===== src/rtl/pipe_scoreboard.sv =====
// Hazard/forwarding scoreboard: tracks destinations of in-flight instructions over
// DEPTH post-decode slots and picks register file, forward, or stall per source.
module pipe_scoreboard #(
    parameter int unsigned REG_W      = 3,
    parameter int unsigned DEPTH      = 3,
    parameter bit          FWD_EN     = 1'b1,
    parameter int unsigned LOAD_STAGE = 1,
    parameter int unsigned CNT_W      = 16
) (
    input  logic             clock,
    input  logic             resetn,
    input  logic             issue_valid,
    input  logic             issue_we,
    input  logic [REG_W-1:0] issue_dest,
    input  logic             issue_is_load,
    input  logic [REG_W-1:0] src_a,
    input  logic             src_a_used,
    input  logic [REG_W-1:0] src_b,
    input  logic             src_b_used,
    input  logic             flush,
    output logic             stall,
    output logic [DEPTH-1:0] fwd_a,
    output logic [DEPTH-1:0] fwd_b,
    output logic [3:0]       occupancy,
    output logic [CNT_W-1:0] stall_cnt
);

    logic [DEPTH-1:0]            v_q, v_d;
    logic [DEPTH-1:0]            we_q, we_d;
    logic [DEPTH-1:0]            ld_q, ld_d;
    logic [DEPTH-1:0][REG_W-1:0] dest_q, dest_d;
    logic [CNT_W-1:0]            cnt_q, cnt_d;
    logic                        haz_a, haz_b;

    // Returns {hazard, one-hot forward select}; only the youngest matching slot counts.
    function automatic logic [DEPTH:0] resolve(
        input logic                        used,
        input logic [REG_W-1:0]            src,
        input logic [DEPTH-1:0]            v,
        input logic [DEPTH-1:0]            we,
        input logic [DEPTH-1:0]            ld,
        input logic [DEPTH-1:0][REG_W-1:0] dest
    );
        logic [DEPTH:0] r;
        logic           found;
        r     = '0;
        found = 1'b0;
        for (int unsigned i = 0; i < DEPTH; i++) begin
            if (!found && used && v[i] && we[i] && (dest[i] == src)) begin
                found = 1'b1;
                if (!FWD_EN || (ld[i] && (i < LOAD_STAGE))) begin
                    r[DEPTH] = 1'b1;
                end else begin
                    r[i] = 1'b1;
                end
            end
        end
        return r;
    endfunction

    always_comb begin
        {haz_a, fwd_a} = resolve(src_a_used, src_a, v_q, we_q, ld_q, dest_q);
        {haz_b, fwd_b} = resolve(src_b_used, src_b, v_q, we_q, ld_q, dest_q);
        stall          = issue_valid & ~flush & (haz_a | haz_b);
    end

    always_comb begin
        v_d       = '0;
        we_d      = '0;
        ld_d      = '0;
        dest_d    = '0;
        v_d[0]    = issue_valid & ~stall & ~flush;
        we_d[0]   = v_d[0] & issue_we;
        ld_d[0]   = v_d[0] & issue_is_load;
        dest_d[0] = v_d[0] ? issue_dest : '0;
        for (int unsigned i = 1; i < DEPTH; i++) begin
            v_d[i]    = v_q[i-1];
            we_d[i]   = we_q[i-1];
            ld_d[i]   = ld_q[i-1];
            dest_d[i] = dest_q[i-1];
        end
        cnt_d = (stall && (cnt_q != '1)) ? cnt_q + 1'b1 : cnt_q;
    end

    always_comb begin
        occupancy = '0;
        for (int unsigned i = 0; i < DEPTH; i++) begin
            occupancy = occupancy + {3'b000, v_q[i] & we_q[i]};
        end
    end

    always_ff @(posedge clock or negedge resetn) begin
        if (!resetn) begin
            v_q    <= '0;
            we_q   <= '0;
            ld_q   <= '0;
            dest_q <= '0;
            cnt_q  <= '0;
        end else begin
            v_q    <= v_d;
            we_q   <= we_d;
            ld_q   <= ld_d;
            dest_q <= dest_d;
            cnt_q  <= cnt_d;
        end
    end

    assign stall_cnt = cnt_q;

endmodule


===== config.mk =====
export PLATFORM = sky130hd
export DESIGN_NAME = pipe_scoreboard
export DESIGN_NICKNAME = d
export VERILOG_FILES = /design/src/rtl/pipe_scoreboard.sv
export SDC_FILE = /design/constraint.sdc
export NUM_CORES = 1
export LEC_CHECK = 0
export BUFFER_PORTS_ARGS = -buffer_cell sky130_fd_sc_hd__buf_2
export CAP_MARGIN = 20
export CORE_MARGIN = 3
export CORE_UTILIZATION = 35
export CTS_CLUSTER_DIAMETER = 150
export DETAILED_ROUTE_END_ITERATION = 8
export GPL_ROUTABILITY_DRIVEN = 0
export HOLD_SLACK_MARGIN = 0.06
export PLACE_DENSITY = 0.58
export SETUP_SLACK_MARGIN = 0.2
export SLEW_MARGIN = 10
export SYNTH_ARGS = -nofsm -noshare
export SYNTH_HDL_FRONTEND = slang
export SYNTH_SLANG_ARGS = --single-unit

===== constraint.sdc =====
create_clock -name clock -period 3.08 [get_ports clock]
set_input_delay 0.308 -clock clock [delete_from_list [all_inputs] [get_ports clock]]
set_output_delay 0.308 -clock clock [all_outputs]
set_load 0.01 [all_outputs]

## After elaboration in Yosys (flattened, before gate mapping)

Index checks and enable logic that the tools add are counted.

| operators by class | value |
|---|---|
| $add $sub $neg | 3 |
| multiplexer cells | 15 |
| bitwise operators | 12 |
| eq/ne operators | 7 |
| reductions and logical operators | 27 |

Operators by type and width:

| cell | count |
|---|---|
| logical AND 1 bit | 23 |
| equality test 3 bit | 6 |
| adder 16 x 1 -> 16 bit (second input constant) | 1 |
| inequality test 16 bit (second input constant) | 1 |
| 2-to-1 mux 1 bit | 14 |
| AND 1 bit | 9 |
| zero test 1 bit | 4 |
| adder 2 x 1 -> 3 bit | 1 |
| 2-to-1 mux 3 bit | 1 |
| adder 1 x 1 -> 2 bit | 1 |
| inverter 1 bit | 2 |
| OR 1 bit | 1 |

| word-level totals | value |
|---|---|
| input port bits | 17 |
| register bits after elaboration | 32 |

## Depth between registers and ports, before layout

Gate-level depths: netlist of the first run.

| depth | value |
|---|---|
| depth in word-level cells | 16 |
| gate-level depth with buffers | 6 |

## Worst setup path after synthesis of the first run

OpenSTA, ideal clock, no wires.

| path | value |
|---|---|
| path type | reg2reg |
| from | register cnt_q[0], in the netlist stall_cnt[0] |
| to | register cnt_q[10], in the netlist stall_cnt[10] |
| slack | 1281 ps |
| path buffers | 0 |
| library setup time | 132 ps |
| arrival time | 1668 ps |
| cell stages (with the launch flop) | 7 |
| required time | 2948 ps |
| period minus slack after synthesis | 1799 ps |
| path through | dfrtp_1 > ha_1 > nand4_1 > or4_4 > o211ai_2 > nor3_1 > xor2_1 |

| between the ends | value |
|---|---|
| cells in the longest elaborated chain, start to end | 2 |
| elaborated cells on any way between the ends | 3 |
| classes of those cells | add/sub (1); eq/ne (1); reduce/logical (1) |

RTL lines:

| what | RTL line | source |
|---|---|---|
| from (decl) | 32 | `logic [CNT_W-1:0] cnt_q, cnt_d;` |
| from (signal assigned) | 104 | `cnt_q <= cnt_d;` |
| branches (longest 2 deep; another with adder 16 x 1 -> 16 bit) | n/a |  |

Parallel ways; which one is timed is not known.
A chain may end at the register's enable or synchronous reset.

## Worst setup path after layout of the first run

| path | value |
|---|---|
| from | register dest_q, in the netlist dest_d[5] |
| to | output stall |

| between the ends | value |
|---|---|
| cells in the longest elaborated chain, start to end | 5 |
| elaborated cells on any way between the ends | 8 |
| classes of those cells | eq/ne (2); mux (2); bitwise (2); reduce/logical (2) |

RTL lines:

| what | RTL line | source |
|---|---|---|
| from (decl) | 31 | `logic [DEPTH-1:0][REG_W-1:0] dest_q, dest_d;` |
| from (signal assigned) | 103 | `dest_q <= dest_d;` |
| equality test 3 bit | 49 | `if (!found && used && v[i] && we[i] && (dest[i] == src)) begin` |
| logical AND 1 bit | 49 |  |
| 2-to-1 mux 1 bit | 49 |  |
| OR 1 bit (*) | 64 | `stall = issue_valid & ~flush & (haz_a \| haz_b);` |
| AND 1 bit (*) | 64 |  |
| to (decl) | 21 | `output logic stall,` |

Every way passes the cells marked *; elsewhere a longest branch is shown, timed or not.

==> run_results.csv, run 1 <==
group,metric,value,unit
worst_setup_path,critPathTopFamily,"simple AND/OR/NAND/NOR gates",
synthesis,synth.ff_latch_count,32,
synthesis,synthSimpleGateAreaFrac,24.34,%
synthesis,yosysTopAreaCell,"dfrtp_1",
die,die_x,72.93,um
outcome,status,"finished clean",
synthesis,synthMuxAreaShare,0.9577,%
job,cap_violations,0,
clock_tree,clock-sinks,32,
sta,relSlewSlack,53.59,%
power,p_int,0.6323,mW
clock_tree,insertion_delay,0.28,ns
worst_setup_path,r2r_cells,6,
sta,finalCriticalPeriod,2.153,ns
worst_setup_path,startpoint_type,"register",
clock_tree,cts_hold_buf,0,
global_routing,grt_max_degree,33,
min_path,hold_path.class,"input port to async pin",
clock_tree,cts-resized-gates,0,
power,p_sw,0.1851,mW
sta,tightestPinTransition,0.6961,ns
drt,drt-total-wl,3380,um
cells_and_area,final_common_cell,"buf_2",
drt,first_pass_iters,4,
synthesis,synth-seq-area-share,51.08,%
worst_setup_path,crit_buf_inv,1,
synthesis,synth.top_cell.area_share,51.08,%
clock_tree,cts_tree,"built",
cells_and_area,final_area,1914,um2
drt,vias,1215,
drt,first_iter_violations,69,
synthesis,synth_compound_area_share,1.756,%
placement,placed_cells,232,
worst_setup_path,worst-setup-path-type,"register to primary output",
sta,timing.fmax,464.4,MHz
power,ir_drop,0.2384,mV
synthesis,ys.warnings.count,0,
synthesis,yosysUniqueCellTypes,27,
die,std_cell_rows,23,
drt,route.detailed.drc,0,
worst_setup_path,crit_required,2.77,ns
worst_setup_path,worstPathCellList,"xor2_1 -> or4_4 -> nand2_2 -> nand2_1 -> nor2_1 -> buf_2",
synthesis,synthAdderAreaFrac,2.075,%
drt,ant_nets,0,
power,powerDensity,427.0,nW/um2
sta,period_share,69.91,%
power,p_comb_share,6.4,%
worst_setup_path,r2r_slack,1.16,ns
clock_tree,h-tree-depth,2,
power,pwr-share-seq,53.5,%
global_routing,grt_first_pass_wirelength,5789,um
placement,numPortBuffers,41,
global_routing,grt_overflow,0,
global_routing,antenna_found_initial,0,
synthesis,postSynthCellCount,142,
clock_tree,postCtsSetupBuffers,0,
worst_setup_path,critPathLaunch,"dest_d[5]",
synthesis,synth-xor-area-share,17.88,%
global_routing,grtUsageTotal,14.29,%
worst_setup_path,r2r_end,"stall_cnt[10]",
die,start_util,37.57,%
synthesis,synth_area_per_cell,11.04,um2
sta,tns,0,ns
placement,place_area,1824,um2
clock_tree,cts_root_buf,"clkbuf_8",
die,coreArea,4173,um2
clock_tree,clock_path_buffers,2,
placement,place.detailed.hpwl,2601,um
power,switching_share,22.65,%
clock_tree,clk_transition_reported_paths,0.06,ns
clock_tree,cts_buffers,5,
drt,avgRoutedWirePerCell,14.08,um
cells_and_area,final_cell_mix,"41 x buf_2, 32 x dfrtp_1, 19 x xor2_1, 13 x xnor2_1",
sta,setup_violations,0,
power,pwr-share-clk,40.2,%
cells_and_area,drive_above_1_share,29.47,%
sta,rsz0062_at_grt,"no",
die,ios,44,
worst_setup_path,arrival,1.85,ns
sta,timing.final.hold_violations,0,
sta,fin_skew,0.006340,ns
sta,slew_viol_final,0,
worst_setup_path,setup.worst_path.end_class,"primary output",
worst_setup_path,slowest_stage,"or4_4",
synthesis,synth_top_family_by_area,"simple AND/OR/NAND/NOR gates",
worst_setup_path,path_depth,6,
die,die_h,72.93,um
synthesis,synthTopCellsByArea,"dfrtp_1 51%, xor2_1 11%, xnor2_1 7.3%",
power,power.leakage,1.017,nW
cells_and_area,syn_to_final_growth,22.11,%
cells_and_area,n_antenna_cell,0,
global_routing,grt_pass1_vias,1212,
cells_and_area,final_nets,208,
worst_setup_path,path_max_fanout,4,
die,die_area,5318,um2
drt,routed_via_density,5.063,
worst_setup_path,reg2reg_from,"stall_cnt[0]",
synthesis,synthesis.area,1568,um2
cells_and_area,fin_cells,240,
worst_setup_path,crit_end,"stall",
worst_setup_path,cpPeakStageDelay,0.57,ns
-- sequential cells by signal (all words and copies together) (netlist names) --
| register | cells |
|---|---|
| stall_cnt | 16 |
| dest_q | 3 |
| v_q | 3 |
| dest_d | 6 |
| we_q | 3 |
| ld_q | 1 |
-- power by group through the flow --
stage / clock (mW) / sequential, mW / combinational, mW
6_report: 0.328 / 0.437 / 0.0521
5_1_grt: 0.355 / 0.438 / 0.0585
4_1_cts: 0.335 / 0.437 / 0.0529
3_5_place_dp: 0 / 0.445 / 0.0524
3_3_place_gp: 0 / 0.444 / 0.0514
2_1_floorplan: 0 / 0.443 / 0.0268
-- kinds of logic (layout without fill, tap and decap cells) --
logic type,after synthesis,count (layout)
buffers and inverters,5,52
AO/OA/AOI/OAI,3,3
adder cells (fa/ha/maj),2,2
other,1,2
flip-flops,32,32
AND/OR/NAND/NOR,66,66
multiplexers,1,1
XOR/XNOR,32,32
-- layer usage --
| metal | vias to the layer above | track usage, % | share of wire, % |
|---|---|---|---|
| met1 | 587 | 18.41 | 44 |
| met2 | 38 | 22.55 | 49 |
| met5 | - | 0 | 0 |
| met4 | 0 | 6.762 | 1.7 |
| met3 | 5 | 3.444 | 5.1 |
| li1 | 585 | - | - |
-- metrics by stage --
stage / power, mW / hold slack (ns) / util (%) / setup WS (ns)
2_1_floorplan: 0.4695 / 0.01241 / - / 1.281
3_3_place_gp: 0.4959 / 0.3638 / 43.72 / 1.210
3_5_place_dp: 0.4971 / 0.3668 / 43.72 / 1.165
4_1_cts: 0.8249 / 0.1029 / 45.88 / 0.9112
5_1_grt: 0.8519 / 0.1387 / 45.88 / 0.8489
6_report: 0.8174 / 0.07376 / 45.88 / 0.9267
-- Yosys cell counts --
cell type,number
fa_1,1
nor4_2,2
o211ai_2,1
nand2_1,11
nand4_1,11
conb_1,1
buf_4,2
dfrtp_1,32
xnor2_1,13
nor2_1,8
nand3_1,8
nand3b_1,1
and2_1,7
nand2b_1,1
and4_1,1
ha_1,1
nor3_2,1
and3_1,2
a21oi_1,1
mux2_4,1
inv_1,3
o211a_1,1
nor3_1,7
xor2_1,19
or4_4,3
nand2_2,1
nor4_1,2
-- how the worst min path moves through the flow --
stage	startpoint	cells past startpoint	to	slack [ns]
after floorplan	resetn	0	dest_d[3]	0.01
final	resetn	1	we_q[2]	0.07
after global routing	resetn	1	dest_q[6]	0.14
after detailed placement	we_q[1]	0	we_q[2]	0.37
after CTS	resetn	1	stall_cnt[7]	0.10
after global placement	we_q[1]	0	we_q[2]	0.36
-- cell type report --
| cell class | instances | area (um2) |
|---|---|---|
| sequential | 32 | 800.8 |
| multi-input combinational | 106 | 744.5 |
| fill | 394 | 2258 |
| timing repair buffer | 41 | 205.2 |
| inverter | 3 | 11.26 |
| clock buffer | 8 | 90.09 |
| tap | 50 | 62.56 |
No activity file was read; power rests on OpenSTA's default activity.
==> run 2: changes to the inputs <==
PLACE_DENSITY = 0.61   (was 0.58)
clock period = 1.8 ns   (was 3.08 ns; I/O delays follow)
==> run 2 against run 1 <==
Compared with the run above: the run now ends with negative setup slack left; critical path depth unchanged; utilization rose by 7.6 points; global-route usage rose by 1.7 points; wire length rose by 15%; first-iteration DRC count is 7.2% lower; die area did not move; via count increased by 5.9%; highest routed layer unchanged.
==> run_results.csv, run 2 (synthesized netlist as in run 1, its figures left out) <==
group,metric,value,unit
cells_and_area,drive_above_1_share,47.87,%
placement,place_ws,0.02688,ns
drt,first_iter_violations,64,
global_routing,antenna_found_initial,0,
worst_setup_path,slowest_stage,"or4_4",
sta,setup_violations,13,
sta,slew_viol_final,0,
drt,wl_met2,1888,um
drt,met1Wirelength,1729,um
die,std_cell_rows,23,
die,coreArea,4173,um2
job,cap_violations,0,
global_routing,grtUsageTotal,16.02,%
worst_setup_path,startpoint_type,"register",
worst_setup_path,reg2reg_from,"dest_d[3]",
global_routing,grt_pass1_vias,1402,
sta,fin_skew,0.003534,ns
power,powerDensity,631.6,nW/um2
clock_tree,cts_root_buf,"clkbuf_8",
die,die_h,72.93,um
clock_tree,cts_buffers,5,
die,start_util,37.57,%
sta,period_share,110.7,%
clock_tree,clk_transition_reported_paths,0.06,ns
sta,relSlewSlack,51.72,%
drt,vias,1287,
drt,routed_via_density,4.931,
drt,avgRoutedWirePerCell,14.86,um
cells_and_area,final_cell_mix,"41 x buf_2, 27 x dfrtp_1, 16 x xor2_1, 16 x buf_4, 12 x xnor2_1",
cells_and_area,final_common_cell,"buf_2",
drt,route.detailed.drc,0,
power,ir_drop,0.3263,mV
worst_setup_path,worst-setup-path-type,"register to primary output",
clock_tree,insertion_delay,0.28,ns
sta,timing.final.hold_violations,0,
sta,tightestPinTransition,0.7242,ns
min_path,hold_path.class,"input port to register",
sta,finalCriticalPeriod,1.992,ns
worst_setup_path,r2r_slack,-0.18,ns
worst_setup_path,setup.worst_path.end_class,"primary output",
global_routing,grt_max_degree,33,
cells_and_area,finish.utilization,53.46,%
die,ios,44,
cells_and_area,largest_reg_flops,16,
sta,timing.fmax,502.0,MHz
drt,first_pass_iters,4,
min_path,hold_depth,2,
drt,highest_layer,"met4",
cells_and_area,n_antenna_cell,0,
min_path,hp-start,"issue_is_load",
die,die_x,72.93,um
worst_setup_path,worstPathCellList,"xor2_2 -> or4_4 -> nand2_4 -> nand2_1 -> nor2_1 -> buf_2",
sta,worst_slack,-0.1921,ns
power,power.leakage,1.111,nW
outcome,status,"finished with violations",
worst_setup_path,r2r_end,"stall_cnt[15]",
drt,wl_met3,197,um
cells_and_area,fillers,365,
placement,numPortBuffers,41,
global_routing,grt_overflow,0,
worst_setup_path,cpPeakStageDelay,0.56,ns
outcome,violations,"negative setup slack",
die,die_area,5318,um2
worst_setup_path,path_max_fanout,4,
clock_tree,cts_tree,"built",
worst_setup_path,crit_required,1.62,ns
clock_tree,h-tree-depth,2,
cells_and_area,syn_to_final_growth,42.30,%
worst_setup_path,arrival,1.81,ns
worst_setup_path,crit_buf_inv,1,
drt,drt-total-wl,3878,um
global_routing,grt_first_pass_wirelength,6492,um
worst_setup_path,r2r_cells,7,
clock_tree,clock_path_buffers,2,
cells_and_area,final_nets,229,
clock_tree,clock-sinks,32,
min_path,hold_end,"ld_q[0]",
worst_setup_path,critPathTopFamily,"simple AND/OR/NAND/NOR gates",
placement,place.detailed.hpwl,2841,um
drt,ant_nets,0,
sta,rsz0062_at_grt,"yes",
## run 2: cell types whose count changed in the layout (fill, tap and decap cells not counted), moves of 3 or more
cell	delta
dfrtp_1	-5
nor3_1	-5
buf_6	+3
dfrtp_2	+5
buf_4	+16
xor2_1	-3
nor3_2	+5
xor2_2	+3
## run 2: cell type report
type,instances,area (um2),share of cell area (%)
multi-input combinational,107,890.9,39.93
sequential,32,807.0,36.17
timing repair buffer,61,369.1,16.55
clock buffer,8,90.09,4.038
tap,50,62.56,2.804
inverter,3,11.26,0.5048
## run 2: what timing repair did
action,CTS,global route
resized for setup,12,9
buffers inserted,10,2
gates cloned,1,0
pin swaps,19,12
endpoints found under the hold margin,32,0
endpoints found under the setup margin,30,31
hold buffers,1,0
## run 2: metal layers
metal | vias to the layer above | GRT usage, %
li1 | 622 | -
met1 | 621 | 21.03
met2 | 38 | 24.55
met3 | 6 | 4.683
met4 | 0 | 6.967
met5 | - | 0
## run 2: per-stage QoR
step           setup TNS (ns)  hold WS (ns)  power [mW]  cells  area (um2)
2_1_floorplan               0       -0.1156      0.8038    143        1623
3_3_place_gp                0        0.2620      0.8484    239        1928
3_5_place_dp                0        0.2706      0.8519    239        1928
4_1_cts               -0.9309       0.09308       1.414    259        2171
5_1_grt                -2.502       0.09411       1.476    261        2231
6_report               -1.489        0.1013       1.409    261        2231
## run 2: report_power, final
group | internal (mW) | switching (mW) | total, mW
Sequential | 0.734 | 0.0141 | 0.749
Combinational | 0.0449 | 0.0598 | 0.105
Clock | 0.311 | 0.244 | 0.556
Total | 1.09 | 0.318 | 1.41
## run 2: how the worst max path moves through the flow
stage / start / slack (ns) / cells past startpoint / end
floorplan: dest_d[3] / 0.11 / 5 / stall_cnt[15]
global placement: dest_d[3] / 0.08 / 5 / stall_cnt[15]
detailed placement: stall_cnt[0] / 0.03 / 6 / stall_cnt[4]
CTS: dest_d[3] / -0.18 / 6 / stall
global route: dest_d[3] / -0.27 / 6 / stall
finish: dest_d[3] / -0.19 / 6 / stall
==> run 3: changes to the inputs <==
CELL_PAD_IN_SITES_DETAIL_PLACEMENT = 1   (was default)
CELL_PAD_IN_SITES_GLOBAL_PLACEMENT = 2   (was default)
CORE_UTILIZATION = 29   (was 35)
PLACE_DENSITY = 0.76   (was 0.61)
==> run 3 against run 2 <==
Compared with the run above: the flow still finishes with violations (negative setup slack); cell area is 0.56% higher; die area up 19%; clock skew rose by 0.0065 ns; cell count rose by 7.3%; non-clock buffer count fell by 1; largest cell class unchanged.
==> run_results.csv, run 3 (synthesized netlist as in run 1, its figures left out) <==
group,metric,value,unit
outcome,status,"finished with violations",
outcome,violations,"negative setup slack",
global_routing,grtUsageTotal,14.63,%
drt,first_iter_violations,22,
sta,timing.fmax,490.1,MHz
drt,first_pass_iters,4,
cells_and_area,multi_input_area,884.6,um2
power,pwr-share-seq,52.7,%
clock_tree,cts_tree,"built",
power,ir_drop,0.2851,mV
min_path,hold_depth,2,
clock_tree,cts_root_buf,"clkbuf_8",
sta,tns,-1.478,ns
min_path,hold_path.class,"input port to register",
placement,placed_cells,263,
worst_setup_path,startpoint_type,"register",
drt,avgRoutedWirePerCell,15.70,um
cells_and_area,final_cell_mix,"40 x buf_2, 27 x dfrtp_1, 17 x xor2_1, 17 x buf_4, 12 x xnor2_1",
sta,timing.final.hold_violations,0,
die,die_h,79.53,um
global_routing,grt_overflow,0,
power,power.leakage,1.120,nW
cells_and_area,fin_cells,280,
placement,place.detailed.hpwl,3350,um
worst_setup_path,crit_required,1.62,ns
worst_setup_path,arrival,1.86,ns
sta,fin_skew,0.01007,ns
worst_setup_path,critPathLaunch,"dest_d[3]",
power,p_sw,0.3359,mW
sta,period_share,113.4,%
worst_setup_path,path_max_fanout,3,
worst_setup_path,r2r_slack,-0.16,ns
cells_and_area,syn_to_final_growth,43.10,%
drt,route.detailed.drc,0,
sta,rsz0062_at_grt,"yes",
die,ios,44,
power,p_comb_share,7.4,%
die,start_util,30.31,%
clock_tree,clock-sinks,32,
worst_setup_path,setup.worst_path.end_class,"primary output",
global_routing,grt_pass1_vias,1516,
sta,relSlewSlack,51.49,%
power,power,1.419,mW
placement,place_ws,0.01695,ns
cells_and_area,fillers,579,
cells_and_area,seq_area,807.0,um2
cells_and_area,final_common_cell,"buf_2",
cells_and_area,largest_reg_flops,16,
clock_tree,clock_path_buffers,2,
placement,numPortBuffers,41,
drt,vias,1315,
sta,hold_slack,0.1012,ns
worst_setup_path,crit_end,"fwd_a[1]",
drt,routed_via_density,4.696,
global_routing,antenna_found_initial,0,
sta,tightestPinTransition,0.7277,ns
clock_tree,clk_transition_reported_paths,0.07,ns
global_routing,grt_first_pass_wirelength,7134,um
job,cap_violations,0,
worst_setup_path,r2r_end,"stall_cnt[15]",
power,powerDensity,632.6,nW/um2
drt,ant_nets,0,
sta,finalCriticalPeriod,2.041,ns
worst_setup_path,r2r_cells,7,
sta,slew_viol_final,0,
sta,worst_slack,-0.2406,ns
power,switching_share,23.67,%
cells_and_area,final_nets,228,
die,die_x,79.53,um
cells_and_area,drive_above_1_share,49.05,%
die,coreArea,5172,um2
clock_tree,cts_buffers,5,
cells_and_area,n_antenna_cell,0,
power,p_int,1.083,mW
sta,setup_violations,11,
die,std_cell_rows,26,
clock_tree,h-tree-depth,2,
global_routing,grt_max_degree,33,
worst_setup_path,reg2reg_from,"dest_d[3]",
worst_setup_path,worst-setup-path-type,"register to primary output",
clock_tree,insertion_delay,0.28,ns
die,die_area,6324,um2
drt,drt-total-wl,4395,um
power,pwr-share-clk,39.9,%
-- run 3: worst min path at each step --
| stage | endpoint | slack [ns] | start |
|---|---|---|---|
| after detailed placement | we_q[2] | 0.28 | resetn |
| after CTS | we_q[0] | 0.1 | issue_we |
| after floorplan | dest_d[3] | -0.12 | resetn |
| after global routing | dest_d[4] | 0.10 | issue_dest[1] |
| final | dest_d[4] | 0.10 | issue_dest[1] |
| after global placement | v_q[2] | 0.27 | resetn |
-- run 3: area by class of cell --
type	count	share of cell area, %
repair buffers	60	16.06
clock buffers	6	3.681
well taps	70	3.904
inverters	3	0.5020
flip-flops and latches	32	35.97
multi-input cells	107	39.43
clock inverters	2	0.4462
-- run 3: layer usage --
| layer | wire, um | up-vias | GRT usage, % |
|---|---|---|---|
| met5 | 0 | - | 0 |
| met4 | 34 | 0 | 4.124 |
| met3 | 229 | 4 | 3.725 |
| met2 | 2381 | 39 | 27.96 |
| met1 | 1749 | 651 | 15.65 |
| li1 | - | 621 | - |
-- run 3: metrics by stage --
| step | cell area, um2 | util (%) |
|---|---|---|
| 4_1_cts | 2168 | 41.92 |
| 5_1_grt | 2243 | 43.37 |
| 2_1_floorplan | 1623 | - |
| 3_5_place_dp | 1983 | 38.34 |
| 3_3_place_gp | 1983 | 38.34 |
| 6_report | 2243 | 43.37 |
-- run 3: power by group through the flow --
stage / registers (mW) / clock network, mW / logic, mW
finish: 0.748 / 0.566 / 0.106
global route: 0.749 / 0.624 / 0.118
CTS: 0.747 / 0.592 / 0.104
detailed placement: 0.760 / 0 / 0.0962
global placement: 0.759 / 0 / 0.0933
floorplan: 0.758 / 0 / 0.0462
-- run 3: worst max-delay path: stages, from the launching register on --
cell and delay, ns:
dfrtp_2 0.44, xor2_2 0.16, or4_4 0.56, buf_4 0.16, and3_1 0.13, buf_2 0.13
-- run 3: repair_timing --
action | in CTS | in global routing
setup buffers | 3 | 4
setup endpoints to repair | 30 | 31
cloned | 1 | 0
hold buffers | 1 | 0
resized for setup | 9 | 12
pin swaps | 10 | 11
endpoints found under the hold margin | 32 | 0
